`src/rtl/regfile_wb_arbiter_if.sv`:
```
// Bundle of the writer handshakes, decode issue/scoreboard view and the
// register-file write port for regfile_wb_arbiter.
interface regfile_wb_arbiter_if #(
  parameter int unsigned XLEN = 32
);
  logic            a_valid;
  logic [4:0]      a_addr;
  logic [XLEN-1:0] a_data;
  logic            a_ready;

  logic            b_valid;
  logic [4:0]      b_addr;
  logic [XLEN-1:0] b_data;
  logic            b_ready;

  logic            issue_valid;
  logic [4:0]      issue_addr;
  logic [31:0]     busy;

  logic            rf_we;
  logic [4:0]      rf_waddr;
  logic [XLEN-1:0] rf_wdata;
  logic            starve_flag;

  // Requester side: writers, decode and the register file.
  modport master (
    output a_valid, a_addr, a_data, b_valid, b_addr, b_data, issue_valid, issue_addr,
    input  a_ready, b_ready, busy, rf_we, rf_waddr, rf_wdata, starve_flag
  );

  // Arbiter side.
  modport slave (
    input  a_valid, a_addr, a_data, b_valid, b_addr, b_data, issue_valid, issue_addr,
    output a_ready, b_ready, busy, rf_we, rf_waddr, rf_wdata, starve_flag
  );
endinterface

```
`src/rtl/regfile_wb_arbiter.sv`:
```
// Register-file write-port arbiter: in-order writeback (A) has priority, the
// long-latency unit (B) is force-granted after MAX_WAIT refused cycles. A
// scoreboard tracks destinations of B operations still in flight.
module regfile_wb_arbiter #(
  parameter int unsigned XLEN     = 32,
  parameter int unsigned MAX_WAIT = 4
) (
  input  logic                 clk,
  input  logic                 rst_n,
  regfile_wb_arbiter_if.slave  bus
);

  typedef enum logic [0:0] {StAPri, StBForce} state_e;

  localparam logic [3:0] MaxWait = 4'(MAX_WAIT);

  state_e          state_q;
  logic [3:0]      wait_cnt_q;
  logic [3:0]      wait_inc;
  logic            starve_q;
  logic            a_ready;
  logic            b_ready;
  logic            a_xfer;
  logic            b_xfer;
  logic            rf_we_q;
  logic [4:0]      rf_waddr_q;
  logic [XLEN-1:0] rf_wdata_q;
  logic [31:0]     busy_d;
  logic [31:0]     busy_q;

  // Grants depend only on state and valids, never on payload.
  always_comb begin
    a_ready = 1'b0;
    b_ready = 1'b0;
    unique case (state_q)
      StAPri: begin
        a_ready = bus.a_valid;
        b_ready = bus.b_valid && !bus.a_valid;
      end
      StBForce: begin
        b_ready = bus.b_valid;
      end
      default: ;
    endcase
  end

  assign a_xfer   = bus.a_valid && a_ready;
  assign b_xfer   = bus.b_valid && b_ready;
  assign wait_inc = (wait_cnt_q == 4'hf) ? 4'hf : wait_cnt_q + 4'd1;

  // Starvation FSM; starve_flag is registered alongside the state.
  always_ff @(posedge clk or negedge rst_n) begin
    if (!rst_n) begin
      state_q    <= StAPri;
      wait_cnt_q <= 4'd0;
      starve_q   <= 1'b0;
    end else begin
      unique case (state_q)
        StAPri: begin
          if (bus.b_valid && !b_ready) begin
            wait_cnt_q <= wait_inc;
            if (wait_inc == MaxWait) begin
              state_q  <= StBForce;
              starve_q <= 1'b1;
            end
          end else begin
            wait_cnt_q <= 4'd0;
          end
        end
        StBForce: begin
          // Leave on the forced transfer, or if B withdraws its request.
          if (b_xfer || !bus.b_valid) begin
            state_q    <= StAPri;
            wait_cnt_q <= 4'd0;
            starve_q   <= 1'b0;
          end
        end
        default: begin
          state_q    <= StAPri;
          wait_cnt_q <= 4'd0;
          starve_q   <= 1'b0;
        end
      endcase
    end
  end

  // Register the winning write; x0 is accepted but never enabled.
  always_ff @(posedge clk or negedge rst_n) begin
    if (!rst_n) begin
      rf_we_q    <= 1'b0;
      rf_waddr_q <= 5'd0;
      rf_wdata_q <= '0;
    end else if (a_xfer) begin
      rf_we_q    <= (bus.a_addr != 5'd0);
      rf_waddr_q <= bus.a_addr;
      rf_wdata_q <= bus.a_data;
    end else if (b_xfer) begin
      rf_we_q    <= (bus.b_addr != 5'd0);
      rf_waddr_q <= bus.b_addr;
      rf_wdata_q <= bus.b_data;
    end else begin
      rf_we_q    <= 1'b0;
    end
  end

  // Scoreboard next state: clear on B return, then set on issue so set wins.
  always_comb begin
    busy_d = busy_q;
    if (b_xfer) begin
      busy_d[bus.b_addr] = 1'b0;
    end
    if (bus.issue_valid) begin
      busy_d[bus.issue_addr] = 1'b1;
    end
    busy_d[0] = 1'b0;
  end

  // Scoreboard register.
  always_ff @(posedge clk or negedge rst_n) begin
    if (!rst_n) begin
      busy_q <= 32'd0;
    end else begin
      busy_q <= busy_d;
    end
  end

  assign bus.a_ready     = a_ready;
  assign bus.b_ready     = b_ready;
  assign bus.busy        = busy_q;
  assign bus.rf_we       = rf_we_q;
  assign bus.rf_waddr    = rf_waddr_q;
  assign bus.rf_wdata    = rf_wdata_q;
  assign bus.starve_flag = starve_q;

endmodule

```
`src/flat_wrapper.sv`:
```
// flat-port wrapper written by rule: the top's interface ports become plain ports
module regfile_wb_arbiter_flat 
#(
  parameter int unsigned XLEN     = 32,
  parameter int unsigned MAX_WAIT = 4
)
  (clk, rst_n, bus_a_valid, bus_a_addr, bus_a_data, bus_b_valid, bus_b_addr, bus_b_data, bus_issue_valid, bus_issue_addr, bus_a_ready, bus_b_ready, bus_busy, bus_rf_we, bus_rf_waddr, bus_rf_wdata, bus_starve_flag);
  regfile_wb_arbiter_if #(.XLEN(XLEN)) bus_i ();
  input  logic clk;
  input  logic rst_n;
  input wire logic [$bits(bus_i.a_valid)-1:0] bus_a_valid;
  input wire logic [$bits(bus_i.a_addr)-1:0] bus_a_addr;
  input wire logic [$bits(bus_i.a_data)-1:0] bus_a_data;
  input wire logic [$bits(bus_i.b_valid)-1:0] bus_b_valid;
  input wire logic [$bits(bus_i.b_addr)-1:0] bus_b_addr;
  input wire logic [$bits(bus_i.b_data)-1:0] bus_b_data;
  input wire logic [$bits(bus_i.issue_valid)-1:0] bus_issue_valid;
  input wire logic [$bits(bus_i.issue_addr)-1:0] bus_issue_addr;
  output wire logic [$bits(bus_i.a_ready)-1:0] bus_a_ready;
  output wire logic [$bits(bus_i.b_ready)-1:0] bus_b_ready;
  output wire logic [$bits(bus_i.busy)-1:0] bus_busy;
  output wire logic [$bits(bus_i.rf_we)-1:0] bus_rf_we;
  output wire logic [$bits(bus_i.rf_waddr)-1:0] bus_rf_waddr;
  output wire logic [$bits(bus_i.rf_wdata)-1:0] bus_rf_wdata;
  output wire logic [$bits(bus_i.starve_flag)-1:0] bus_starve_flag;
  assign bus_i.a_valid = bus_a_valid;
  assign bus_i.a_addr = bus_a_addr;
  assign bus_i.a_data = bus_a_data;
  assign bus_i.b_valid = bus_b_valid;
  assign bus_i.b_addr = bus_b_addr;
  assign bus_i.b_data = bus_b_data;
  assign bus_i.issue_valid = bus_issue_valid;
  assign bus_i.issue_addr = bus_issue_addr;
  assign bus_a_ready = bus_i.a_ready;
  assign bus_b_ready = bus_i.b_ready;
  assign bus_busy = bus_i.busy;
  assign bus_rf_we = bus_i.rf_we;
  assign bus_rf_waddr = bus_i.rf_waddr;
  assign bus_rf_wdata = bus_i.rf_wdata;
  assign bus_starve_flag = bus_i.starve_flag;
  regfile_wb_arbiter #(.XLEN(XLEN), .MAX_WAIT(MAX_WAIT)) u_core (.clk(clk), .rst_n(rst_n), .bus(bus_i));
endmodule
```
`config.mk`:
```
export PLATFORM = sky130hd
export DESIGN_NAME = regfile_wb_arbiter_flat
export DESIGN_NICKNAME = d
export VERILOG_FILES = /design/src/rtl/regfile_wb_arbiter_if.sv /design/src/rtl/regfile_wb_arbiter.sv /design/src/flat_wrapper.sv
export SDC_FILE = /design/constraint.sdc
export NUM_CORES = 1
export LEC_CHECK = 0
export ABC_AREA = 1
export CAP_MARGIN = 5
export CORE_MARGIN = 2
export CORE_UTILIZATION = 42
export DETAILED_ROUTE_END_ITERATION = 6
export HOLD_SLACK_MARGIN = 0.15
export PLACE_DENSITY = 0.81
export SETUP_SLACK_MARGIN = 0.05
export SYNTH_ARGS = -nofsm -noshare
export SYNTH_HDL_FRONTEND = slang
export SYNTH_SLANG_ARGS = --single-unit
```
`constraint.sdc`:
```
create_clock -name clk -period 1.7 [get_ports clk]
set_input_delay 0.51 -clock clk [delete_from_list [all_inputs] [get_ports clk]]
set_output_delay 0.51 -clock clk [all_outputs]
set_load 0.005 [all_outputs]
```
Yosys cells after proc, flatten, opt, wreduce, memory -nomap -nowiden
Index checks and enable logic that the tools add are counted. Widths: inputs -> output; s select.

Output and inout port bits: 73. Register bits: 75. Logic and storage cells: 61. Input port bits: 84.

Equality and inequality tests: 5. Reduce and logical (&&, ||, !) cells: 14. $lt $le $gt $ge: 4. Bitwise logic cells: 4. Multiplexer cells: 26. $add $sub $neg: 1.

Operator list (count): $mux 32 (4); $and 32x32->32 (1); $not 32->32 (1); $or 32x32->32 (1); $lt 5x6->1 const B (2); $mux 4 (3); $mux 1 (11); $demux 1 s5 (2); $ge 5x1->1 const B (2); $mux 5 (2); $reduce_bool 5->1 (2); $pmux 4 s2 (1); $logic_and 1x1->1 (6); $pmux 1 s2 (3); $add 4x1->4 const B (1); $eq 4x3->1 const B (1); $eq 4x4->1 const B (1); $ne 2x1->1 const B (2); $logic_not 1->1 (3); $reduce_and 3->1 (1); $ne 2x2->1 const B (1); $reduce_bool 2->1 (1); $logic_or 1x1->1 (1); $not 1->1 (1).

Depth between registers and ports, before layout
Depth in word-level cells: 9. Depth in mapped cells: 8. Depth with buffers taken out: 7.

Worst setup path after synthesis
Ideal clock, no wire load.

Kind: in2out. Start point: input bus_a_valid. End point: output bus_b_ready. Path buffers: 1. Arrival time: 916 ps. Stages: 4. Required time: 1190 ps. Slack: 274 ps. Cells stage by stage: nand2_2 nand2_4 inv_2 buf_2.

Word-level cells in the longest chain between the ends: 3.

RTL lines: start, declared (RTL line flat_wrapper.sv:11) `input wire logic [$bits(bus_i.a_valid)-1:0] bus_a_valid;`; $logic_not 1->1 (RTL line regfile_wb_arbiter.sv:38) `b_ready = bus.b_valid && !bus.a_valid;`; $logic_and 1x1->1 (RTL line regfile_wb_arbiter.sv:38); $pmux 1 s2 (RTL line regfile_wb_arbiter.sv:35) `unique case (state_q)`; end, declared (RTL line flat_wrapper.sv:20) `output wire logic [$bits(bus_i.b_ready)-1:0] bus_b_ready;`.

No other way between the ends.

Worst setup path after layout
Start point: input bus_a_valid. End point: output bus_a_ready.

Word-level cells in the longest chain between the ends: 1.

RTL lines: $mux 1 (RTL line regfile_wb_arbiter.sv:35); end, declared (RTL line flat_wrapper.sv:19) `output wire logic [$bits(bus_i.a_ready)-1:0] bus_a_ready;`.

No other way between the ends.

==> flow_metrics.tcl <==
set metrics [dict create \
    vdd_drop_max_v 0.000611 \
    ios 157 \
    drt-pass1-iter-count 4 \
    cts_sinks 75 \
    gp_congestion 0.843 \
    min_period_ps 1660 \
    fmax_ghz 0.604 \
    finalCritPeriodShare_pct 97.4 \
    layout-drive-gt1-share_pct 12.2 \
    grt_max_degree 52 \
    core_um2 7810 \
    post_drt_wl_per_cell_um 15.1 \
    area_growth_pct 62.7 \
    dpl-instance-area_um2 5300 \
    rr_startpoint "u_core.state_q$_DFF_PN0_" \
    critPathMaxFanout 3 \
    end_kind "primary output" \
    antenna_left 0 \
    skew_ps 6.39 \
    dieHeight_um 94.4 \
    wirelength_mm 11.3 \
    drtIter0Drc 180 \
    leakagePower_nw 2.79 \
    synth_edf_count 0 \
    antenna_found_initial 0 \
    syn_area_um2 3430 \
    hold_start "u_core.bus.busy[15]$_DFF_PN0_" \
    cts_tree "yes" \
    maxSlewViolCount 0 \
    port_buffers 155 \
    final_nets 728 \
    tightest_slew_ps 502 \
    worstHoldPathType "flip-flop to flip-flop" \
    yosysMostFrequentCell "nand2_1" \
    dp_hpwl_mm 8.25 \
    dp_cells 718 \
    rows 32 \
    first_global_vias 3751 \
    status "complete, no violations" \
    fin_cells 749 \
    hold_viol 0 \
    synthTopCellsByCount "nand2_1, dfrtp_1, nand3_1" \
    yosysTopAreaCellShare_pct 54.7 \
    fp.dieW_um 94.4 \
    power_density_nw_per_um2 893 \
    critPathKind "primary input to primary output" \
    routed-via-count 3666 \
    syn_area_per_cell_um2 7.83 \
    clockBufferDepth 2 \
    grt_overflow 0 \
    rsz0062_at_grt "yes" \
    synth_top_flop_cell "dfrtp_1" \
    synthArstFlopShare_pct 100 \
    cts_buffers 9 \
    grt_usage_pct 26.2 \
    vias_per_cell 4.89 \
    slew_headroom_pct 66.5 \
    fin_area_um2 5580 \
    insertedDiodeCount 0 \
    synth_top_area_cell "dfrtp_1" \
    p_total_mw 4.98 \
    clkLatencyLatePin_ps 340 \
    post-place-ws_ps -614 \
    arrival_ps 1150 \
    synth_seq_cells 75 \
    synthCells 438 \
    grt_first_pass_wirelength_mm 18.0 \
    synth.distinct_cells 20 \
    ys_top_cells_by_area "dfrtp_1, nand2_1, nand3_1, inv_1, nor2_1" \
    ys_seq_area_share_pct 54.7 \
    max-cap-violations 0 \
    worst_slack_ps 44.7 \
    synth_warnings 0 \
    required_ps 1190 \
    route.detailed.drc 0 \
    clockRootBuffer "clkbuf_8" \
    start_kind "primary input" \
    die_area_um2 8900 \
    cts.clk_slew.worst_paths_ps 70 \
    setup_viol 0 \
    initial_utilization_pct 43.9 \
    syn_nets 523 \
    worstSetupStartpoint "bus_a_valid" \
    holdWs_ps 477 \
    ctsHtreeMaxLevel 3 \
]
-- cells by family after synthesis --
family / Yosys count / share of synthesized area [%]
other: 1 / 0.109
adder cells (fa/ha/maj): 1 / 0.365
flip-flops: 75 / 54.7
AND/OR/NAND/NOR: 317 / 38.2
AO/OA/AOI/OAI: 13 / 2.19
buffers and inverters: 31 / 4.38
-- metal layers --
| metal | part of all wire (%) | track usage [%] | vias up | wire length (um) |
|---|---|---|---|---|
| met5 | 0 | 0 | - | 0 |
| li1 | - | - | 1784 | - |
| met2 | 49 | 46.2 | 174 | 5610 |
| met1 | 38 | 31.3 | 1691 | 4350 |
| met4 | 1.5 | 8.94 | 0 | 170 |
| met3 | 11 | 6.78 | 17 | 1210 |
-- layout make-up --
cell class                 count  area, um^2
clock buffer                  10         128
clock inverter                 5         103
fill                         652        2230
inverter                      19        75.1
multi-input combinational    333        1420
sequential                    75        1880
tap                          102         128
timing repair buffer         205        1850
-- critical path, stage by stage --
cell	delay [ps]
dlygate4sd2_1	270
inv_1	90
nor2_4	150
buf_6	120
-- worst paths after layout --
| check | end | slack, ps | cells after the start |
|---|---|---|---|
| max | bus_a_ready | 40 | 4 |
| min | u_core.bus.busy[15]$_DFF_PN0_ | 480 | 2 |
| max reg2reg | u_core.bus.rf_waddr[0]$_DFFE_PN0P_ | 170 | 6 |
| min reg2reg | u_core.bus.busy[15]$_DFF_PN0_ | 480 | 2 |
| max in group asynchronous | u_core.wait_cnt_q[0]$_DFFE_PN0P_ | 720 | 3 |
| min in group asynchronous | u_core.bus.busy[10]$_DFF_PN0_ | 510 | 2 |
-- layout by cell type (no fill, tap or decap), types with 9 or more instances in the layout --
master and instances:
buf_4 49, clkbuf_8 9, clkdlybuf4s50_1 80, dfrtp_1 75
dlygate4sd2_1 72, inv_1 15, nand2_1 234, nand3_1 48
nor2_1 15, nor3_1 11
-- flip-flops by register name, indices dropped and copies added (netlist names) --
name,cells
u_core.bus.busy,31
u_core.bus.rf_waddr,5
u_core.bus.rf_wdata,32
u_core.bus.rf_we,1
u_core.bus.starve_flag,1
u_core.state_q,1
u_core.wait_cnt_q,4
-- where the power goes --
group / switching (mW) / total (mW) / internal, mW
clock network: 0.646 / 1.61 / 0.966
logic: 0.515 / 1.17 / 0.653
registers: 0.153 / 2.20 / 2.05
-- stage by stage --
step                setup TNS (ps)  utilization (%)
finish                           0             71.5
global route                     0             71.5
detailed placement          -30040             67.9
global placement            -29050             67.9
floorplan                        0                -
CTS                              0             71.0
-- what timing repair did --
item	CTS	global route
gates resized for setup	81	4
buffers inserted	12	2
cloned	1	0
pin swaps	2	0
hold endpoints to repair	4	0
setup endpoints to repair	109	2
hold buffers	1	0
(Power assumes the default switching activity.)
